`src/rtl/score_max_tracker_pkg.sv`:
```
// Shared types and defaults for the attention score datapath.
// Used by the score/max tracker and the exp/accumulate stage.
package score_max_tracker_pkg;

   localparam int MAX_EMBEDDING_DIM = 64;
   localparam int SCORE_SHIFT = $clog2(MAX_EMBEDDING_DIM) / 2;
   localparam int MAX_SEQ_LEN = 64;
   localparam int SCORE_W = 20;

   typedef enum logic {
      ROW_START,
      IN_ROW
   } row_state_e;

   typedef struct packed {
      logic signed [SCORE_W-1:0] score;
      logic signed [SCORE_W-1:0] max;
      logic signed [SCORE_W:0]   delta;
      logic                      first;
      logic                      last;
   } score_bundle_t;

endpackage

```
`src/rtl/score_max_tracker_handshake_reg.sv`:
```
// Single-entry valid/ready pipeline register.
// Accepts a new word in the same cycle the held word drains.
module score_max_tracker_handshake_reg
   import score_max_tracker_pkg::*;
#(
   parameter type T = score_bundle_t
) (
   input  logic clk,
   input  logic rst,
   input  logic vld_in,
   output logic rdy_out,
   input  T     data_in,
   output logic vld_out,
   input  logic rdy_in,
   output T     data_out
);

   assign rdy_out = !vld_out || rdy_in;

   // Load on accept, drop valid once the held word is taken.
   always_ff @(posedge clk) begin
      if (!rst) begin
         vld_out  <= 1'b0;
         data_out <= '0;
      end else if (vld_in && rdy_out) begin
         vld_out  <= 1'b1;
         data_out <= data_in;
      end else if (rdy_in) begin
         vld_out  <= 1'b0;
      end
   end

endmodule

```
`src/rtl/score_max_tracker.sv`:
```
// Scales Q.K sums by 1/sqrt(d) and tracks the running row max.
// Feeds score, max, delta and row flags to the online softmax.
module score_max_tracker
   import score_max_tracker_pkg::*;
#(
   parameter int W_IN        = 20,
   parameter int SCALE_SHIFT = SCORE_SHIFT,
   parameter int NUM_KEYS    = MAX_SEQ_LEN,
   parameter int CNT_W       = $clog2(NUM_KEYS) + 1
) (
   input  logic                   clk,
   input  logic                   rst,
   input  logic                   vld_in,
   output logic                   rdy_out,
   input  logic signed [W_IN-1:0] sum_in,
   output logic                   vld_out,
   input  logic                   rdy_in,
   output logic signed [W_IN-1:0] score_out,
   output logic signed [W_IN-1:0] max_out,
   output logic signed [W_IN:0]   max_delta,
   output logic                   first_out,
   output logic                   last_out
);

   typedef struct packed {
      logic signed [W_IN-1:0] score;
      logic signed [W_IN-1:0] max;
      logic signed [W_IN:0]   delta;
      logic                   first;
      logic                   last;
   } bundle_t;

   row_state_e             state;
   logic [CNT_W-1:0]       cnt;
   logic signed [W_IN-1:0] row_max;
   logic signed [W_IN-1:0] scaled;
   logic signed [W_IN-1:0] new_max;
   logic signed [W_IN:0]   delta;
   logic                   is_last;
   logic                   accept;
   bundle_t                nxt;
   bundle_t                held;

   assign scaled = sum_in >>> SCALE_SHIFT;
   assign accept = vld_in && rdy_out;

   // New max, delta and end-of-row decision for the incoming sum.
   always_comb begin
      new_max = scaled;
      delta   = '0;
      is_last = (NUM_KEYS == 1);
      if (state == IN_ROW) begin
         new_max = (scaled > row_max) ? scaled : row_max;
         delta   = {row_max[W_IN-1], row_max}
                 - {new_max[W_IN-1], new_max};
         is_last = (cnt == CNT_W'(NUM_KEYS - 1));
      end
   end

   assign nxt.score = scaled;
   assign nxt.max   = new_max;
   assign nxt.delta = delta;
   assign nxt.first = (state == ROW_START);
   assign nxt.last  = is_last;

   // Row FSM: advances only when a sum is accepted.
   always_ff @(posedge clk) begin
      if (!rst) begin
         state   <= ROW_START;
         cnt     <= '0;
         row_max <= '0;
      end else if (accept) begin
         row_max <= new_max;
         if (is_last) begin
            state <= ROW_START;
            cnt   <= '0;
         end else begin
            state <= IN_ROW;
            cnt   <= cnt + 1'b1;
         end
      end
   end

   score_max_tracker_handshake_reg #(
      .T (bundle_t)
   ) u_out_reg (
      .clk      (clk),
      .rst      (rst),
      .vld_in   (vld_in),
      .rdy_out  (rdy_out),
      .data_in  (nxt),
      .vld_out  (vld_out),
      .rdy_in   (rdy_in),
      .data_out (held)
   );

   assign score_out = held.score;
   assign max_out   = held.max;
   assign max_delta = held.delta;
   assign first_out = held.first;
   assign last_out  = held.last;

endmodule

```
`config.mk`:
```
export PLATFORM = sky130hd
export DESIGN_NAME = score_max_tracker
export DESIGN_NICKNAME = d
export VERILOG_FILES = /design/src/rtl/score_max_tracker_pkg.sv /design/src/rtl/score_max_tracker_handshake_reg.sv /design/src/rtl/score_max_tracker.sv
export SDC_FILE = /design/constraint.sdc
export NUM_CORES = 1
export LEC_CHECK = 0
export ABC_AREA = 1
export BUFFER_PORTS_ARGS = -buffer_cell sky130_fd_sc_hd__buf_2
export CAP_MARGIN = 20
export CORE_MARGIN = 2
export CORE_UTILIZATION = 50
export CTS_BUF_LIST = sky130_fd_sc_hd__clkbuf_16
export CTS_CLUSTER_DIAMETER = 30
export DETAILED_ROUTE_END_ITERATION = 6
export GPL_TIMING_DRIVEN = 0
export PLACE_DENSITY_LB_ADDON = 0.25
export SLEW_MARGIN = 20
export SYNTH_ARGS = -nofsm -noshare
export SYNTH_HDL_FRONTEND = slang
export SYNTH_SLANG_ARGS = --single-unit
export TNS_END_PERCENT = 50
```
`constraint.sdc`:
```
create_clock -name clk -period 4.3 [get_ports clk]
set_clock_uncertainty 0.2 [all_clocks]
set_input_delay 0.215 -clock clk [delete_from_list [all_inputs] [get_ports clk]]
set_output_delay 0.215 -clock clk [all_outputs]
set_load 0.1 [all_outputs]
```
==> results.md <==
* Antenna violations before repair at 0
* WP data arrival at between 4000 and 5000 ps
* Post-Route WL at 15.7 mm
* WL/cell at 16.0 um
* Synth Area per Inst at 6.60 um^2
* Core Area at approximately 9300 um^2
* Synth area leaders: dfxtp_1, nand2_1, ha_1, inv_1, a21oi_1
* Seq/Total Area, Yosys at ~28%
* Crit path time final at around 4000 ps
* Hold depth at 3
* N_diodes at 0
* Status: finished clean
* Largest net degree at the start of global routing at 14
* Die area at 10500 um^2
* Number of buffers created by CTS at 9
* CP bufs+invs at 4
* Share of layout cells above drive strength 1 at between 20% and 30%
* Power Density at between 400 and 500 nW/um^2
* Critical Path Fanout Max at 10
* Async S/R FF share, synth at 0%
* Clock buffer depth at 2
* Area delta synth->final at 22.1%
* Via count at 5483
* Number of synthesized flops with an enable pin at 0
* Worst skew pair latency at about 340 ps
* Placed wire-length estimate at 11.9 mm
* Post-route ant nets at 0
* Max-cap violations at 0
* CP Data Required Time at 4370 ps
* Final setup fails at 0
* Die Ht at 103 um
* Synth Net Count at 791
* R2R cell count at 23
* Vias/cell at approximately 5.6
* Drt first pass iters at 5
* Synth Register Bits at slightly below 70
* Hold Violations, Final at 0
* Unique masters post-synth at 43
* Internal reg-to-reg setup slack at 270 ps
* Crit share post-route at 95.0%
* Post-Syn Area at 4860 um^2
* Root buffer cell: clkbuf_16
* Global-route wire length before repair at between 20 and 25 mm
* Std cell rows at 35
* Hold EP: u_out_reg.data_out[35]
* Initial DRC count at 379
* I/O Buffers at 85
* Cell taking the most area after synthesis: dfxtp_1
* Vias in the first global route at 5077
* Cell family with most CP delay: simple AND/OR/NAND/NOR gates
* Cell repeated most along the worst path: nand2_1
* CTS H-Tree Depth at 3
* CTS tree: yes
* All-Layer GR Usage at 30.3%
* DRC at 0
* CTS clk-pin slew, worst paths at 60 ps
* Num ports at around 90
* Primary FF master, synth: dfxtp_1
* Setup Total Neg Slack at 0 ps
* Worst setup EP type: flop
* CP Launch Type: input port
* Max-slew headroom at approximately half
* Max VDD drop at approximately 0.00018 V
* Crit-path cells: dlygate4sd3_1 > buf_2 > ha_1 > nand2_1 > nor2_1 > nand2_1 > nor2_4 > nand2_2 > nand3_1 > nand2_1 > nand2_4 > buf_8 > nand2_4 > or2_2 > o21ai_0 > ha_2 > buf_4 > a21oi_1 > o21ai_0 > a21oi_1 > nand2_1 > nand2_1 > nand3_1 > a21oi_1
* Leak at 2.90 nW
* Synth Warn # at 0
* Post-synth top cells: nand2_1, inv_1, dfxtp_1
* Count leader, synth: nand2_1
* Worst hold path type: in2reg
* Syn Inst Count at about 740
* Slowest cell on the critical path: dlygate4sd3_1
* Layout Nets at roughly 900
* Tot Pwr at 0.00272 W
* Clock sinks at 69
* Slew at the pin closest to its max-slew limit at around 730 ps
* Placer Congestion at ~0.96
* Max Slew Vio Count at 0
* Die W at 103 um
* Initial Utilization at between 50% and 60%
* Top-area cell type share of the netlist area at between 20% and 30%
* Kind of critical path: in2reg
* Worst r2r src: u_out_reg.data_out[42]
* Min-delay src: sum_in[15]
* FF-to-FF End: u_out_reg.data_out[19]
* Peak Freq at 245 MHz
* Grt total ovfl at 0
* CP peak stage delay at 540 ps
==> worst register-to-register path, delay by kind of cell (launching register included) <==
| family | cells | cell delay, ps |
|---|---|---|
| AO/OA/AOI/OAI | 5 | 770 |
| adder cells (fa/ha/maj) | 2 | 720 |
| buffers and inverters | 3 | 380 |
| flip-flops | 1 | 380 |
| AND/OR/NAND/NOR | 13 | 1530 |
==> what timing repair did <==
item | 4_1_cts | 5_1_grt
gates resized for setup | 3 | 12
setup endpoints to repair | 6 | 8
pin swaps | 0 | 3
buffers inserted | 0 | 8
hold buffers | 7 | 0
hold endpoints to repair | 8 | 0
==> per-layer routing <==
| layer | track usage (%) | vias up | wire length, um |
|---|---|---|---|
| li1 | - | 2669 | - |
| met1 | 41.0 | 2498 | 6900 |
| met2 | 48.3 | 273 | 7140 |
| met3 | 4.68 | 43 | 1280 |
| met4 | 12.4 | 0 | 421 |
| met5 | 0 | - | 0 |
==> how the worst max path moves through the flow <==
stage / cells after the start / to / from / slack (ps)
after floorplan: 28 / u_out_reg.data_out[16] / u_out_reg.data_out[26] / 20
after global placement: 25 / u_out_reg.data_out[16] / sum_in[19] / -90
after detailed placement: 26 / u_out_reg.data_out[16] / u_out_reg.data_out[42] / -200
after CTS: 28 / u_out_reg.data_out[16] / sum_in[18] / 10
after global routing: 25 / u_out_reg.data_out[20] / sum_in[14] / -20
final: 24 / u_out_reg.data_out[19] / sum_in[14] / 210
==> cell usage in the layout (no fill, tap or decap), types with 7 or more instances in the layout <==
master / count
nand2_2: 14
ha_1: 28
nand4_1: 16
a31oi_1: 15
o21ai_1: 7
nand2_1: 193
nor2_1: 50
nand4_2: 13
buf_2: 86
nor2_2: 10
inv_1: 95
o211ai_1: 7
clkbuf_1: 18
a21oi_1: 56
dlygate4sd3_1: 7
clkbuf_16: 9
nor3_1: 7
o21ai_0: 39
dfxtp_1: 56
nand3_1: 34
a211oi_1: 7
dfxtp_2: 13
buf_4: 12
==> metrics by stage <==
stage	instances	hold slack, ps	instance area, um^2	setup WS, ps	util [%]
detailed placement	951	252	5470	-202	58.6
finish	982	12.6	5940	215	63.7
floorplan	737	164	4880	23.2	-
CTS	974	1.61	5840	13.1	62.7
global placement	951	250	5470	-94.0	58.6
global route	982	18.3	5940	-17.4	63.7
==> area by class of cell <==
class                           count  area (um^2)
Tap cell                          129          161
Clock buffer                        9          225
Timing Repair Buffer              100          556
Multi-Input combinational cell    538         2970
Inverter                          101          383
Sequential cell                    69         1400
Fill cell                         890         3390
Clock inverter                      7         75.1
Buffer                             29          168
==> flip-flops by register name (all words and copies together), names as in the netlist <==
name and count:
u_out_reg.data_out 60, state 1, u_out_reg.vld_out 1, cnt 7
==> cells by family after synthesis <==
logic type / synth area share, %
and+or+nand+nor: 34.0
buffers and inverters: 11.2
DFF: 28.4
adders and majority gates: 7.72
xor gates and xnor gates: 0.180
AOI/OAI and AO/OA: 18.6
==> power by group <==
group          internal, W  total (W)  leakage (nW)  switching, W
Clock             0.000453   0.000771         0.144      0.000318
Combinational     0.000317    0.00122          2.19      0.000903
Sequential        0.000689   0.000726         0.571     0.0000365
Total              0.00146    0.00272          2.90       0.00126
No activity file was read; power rests on OpenSTA's default activity.
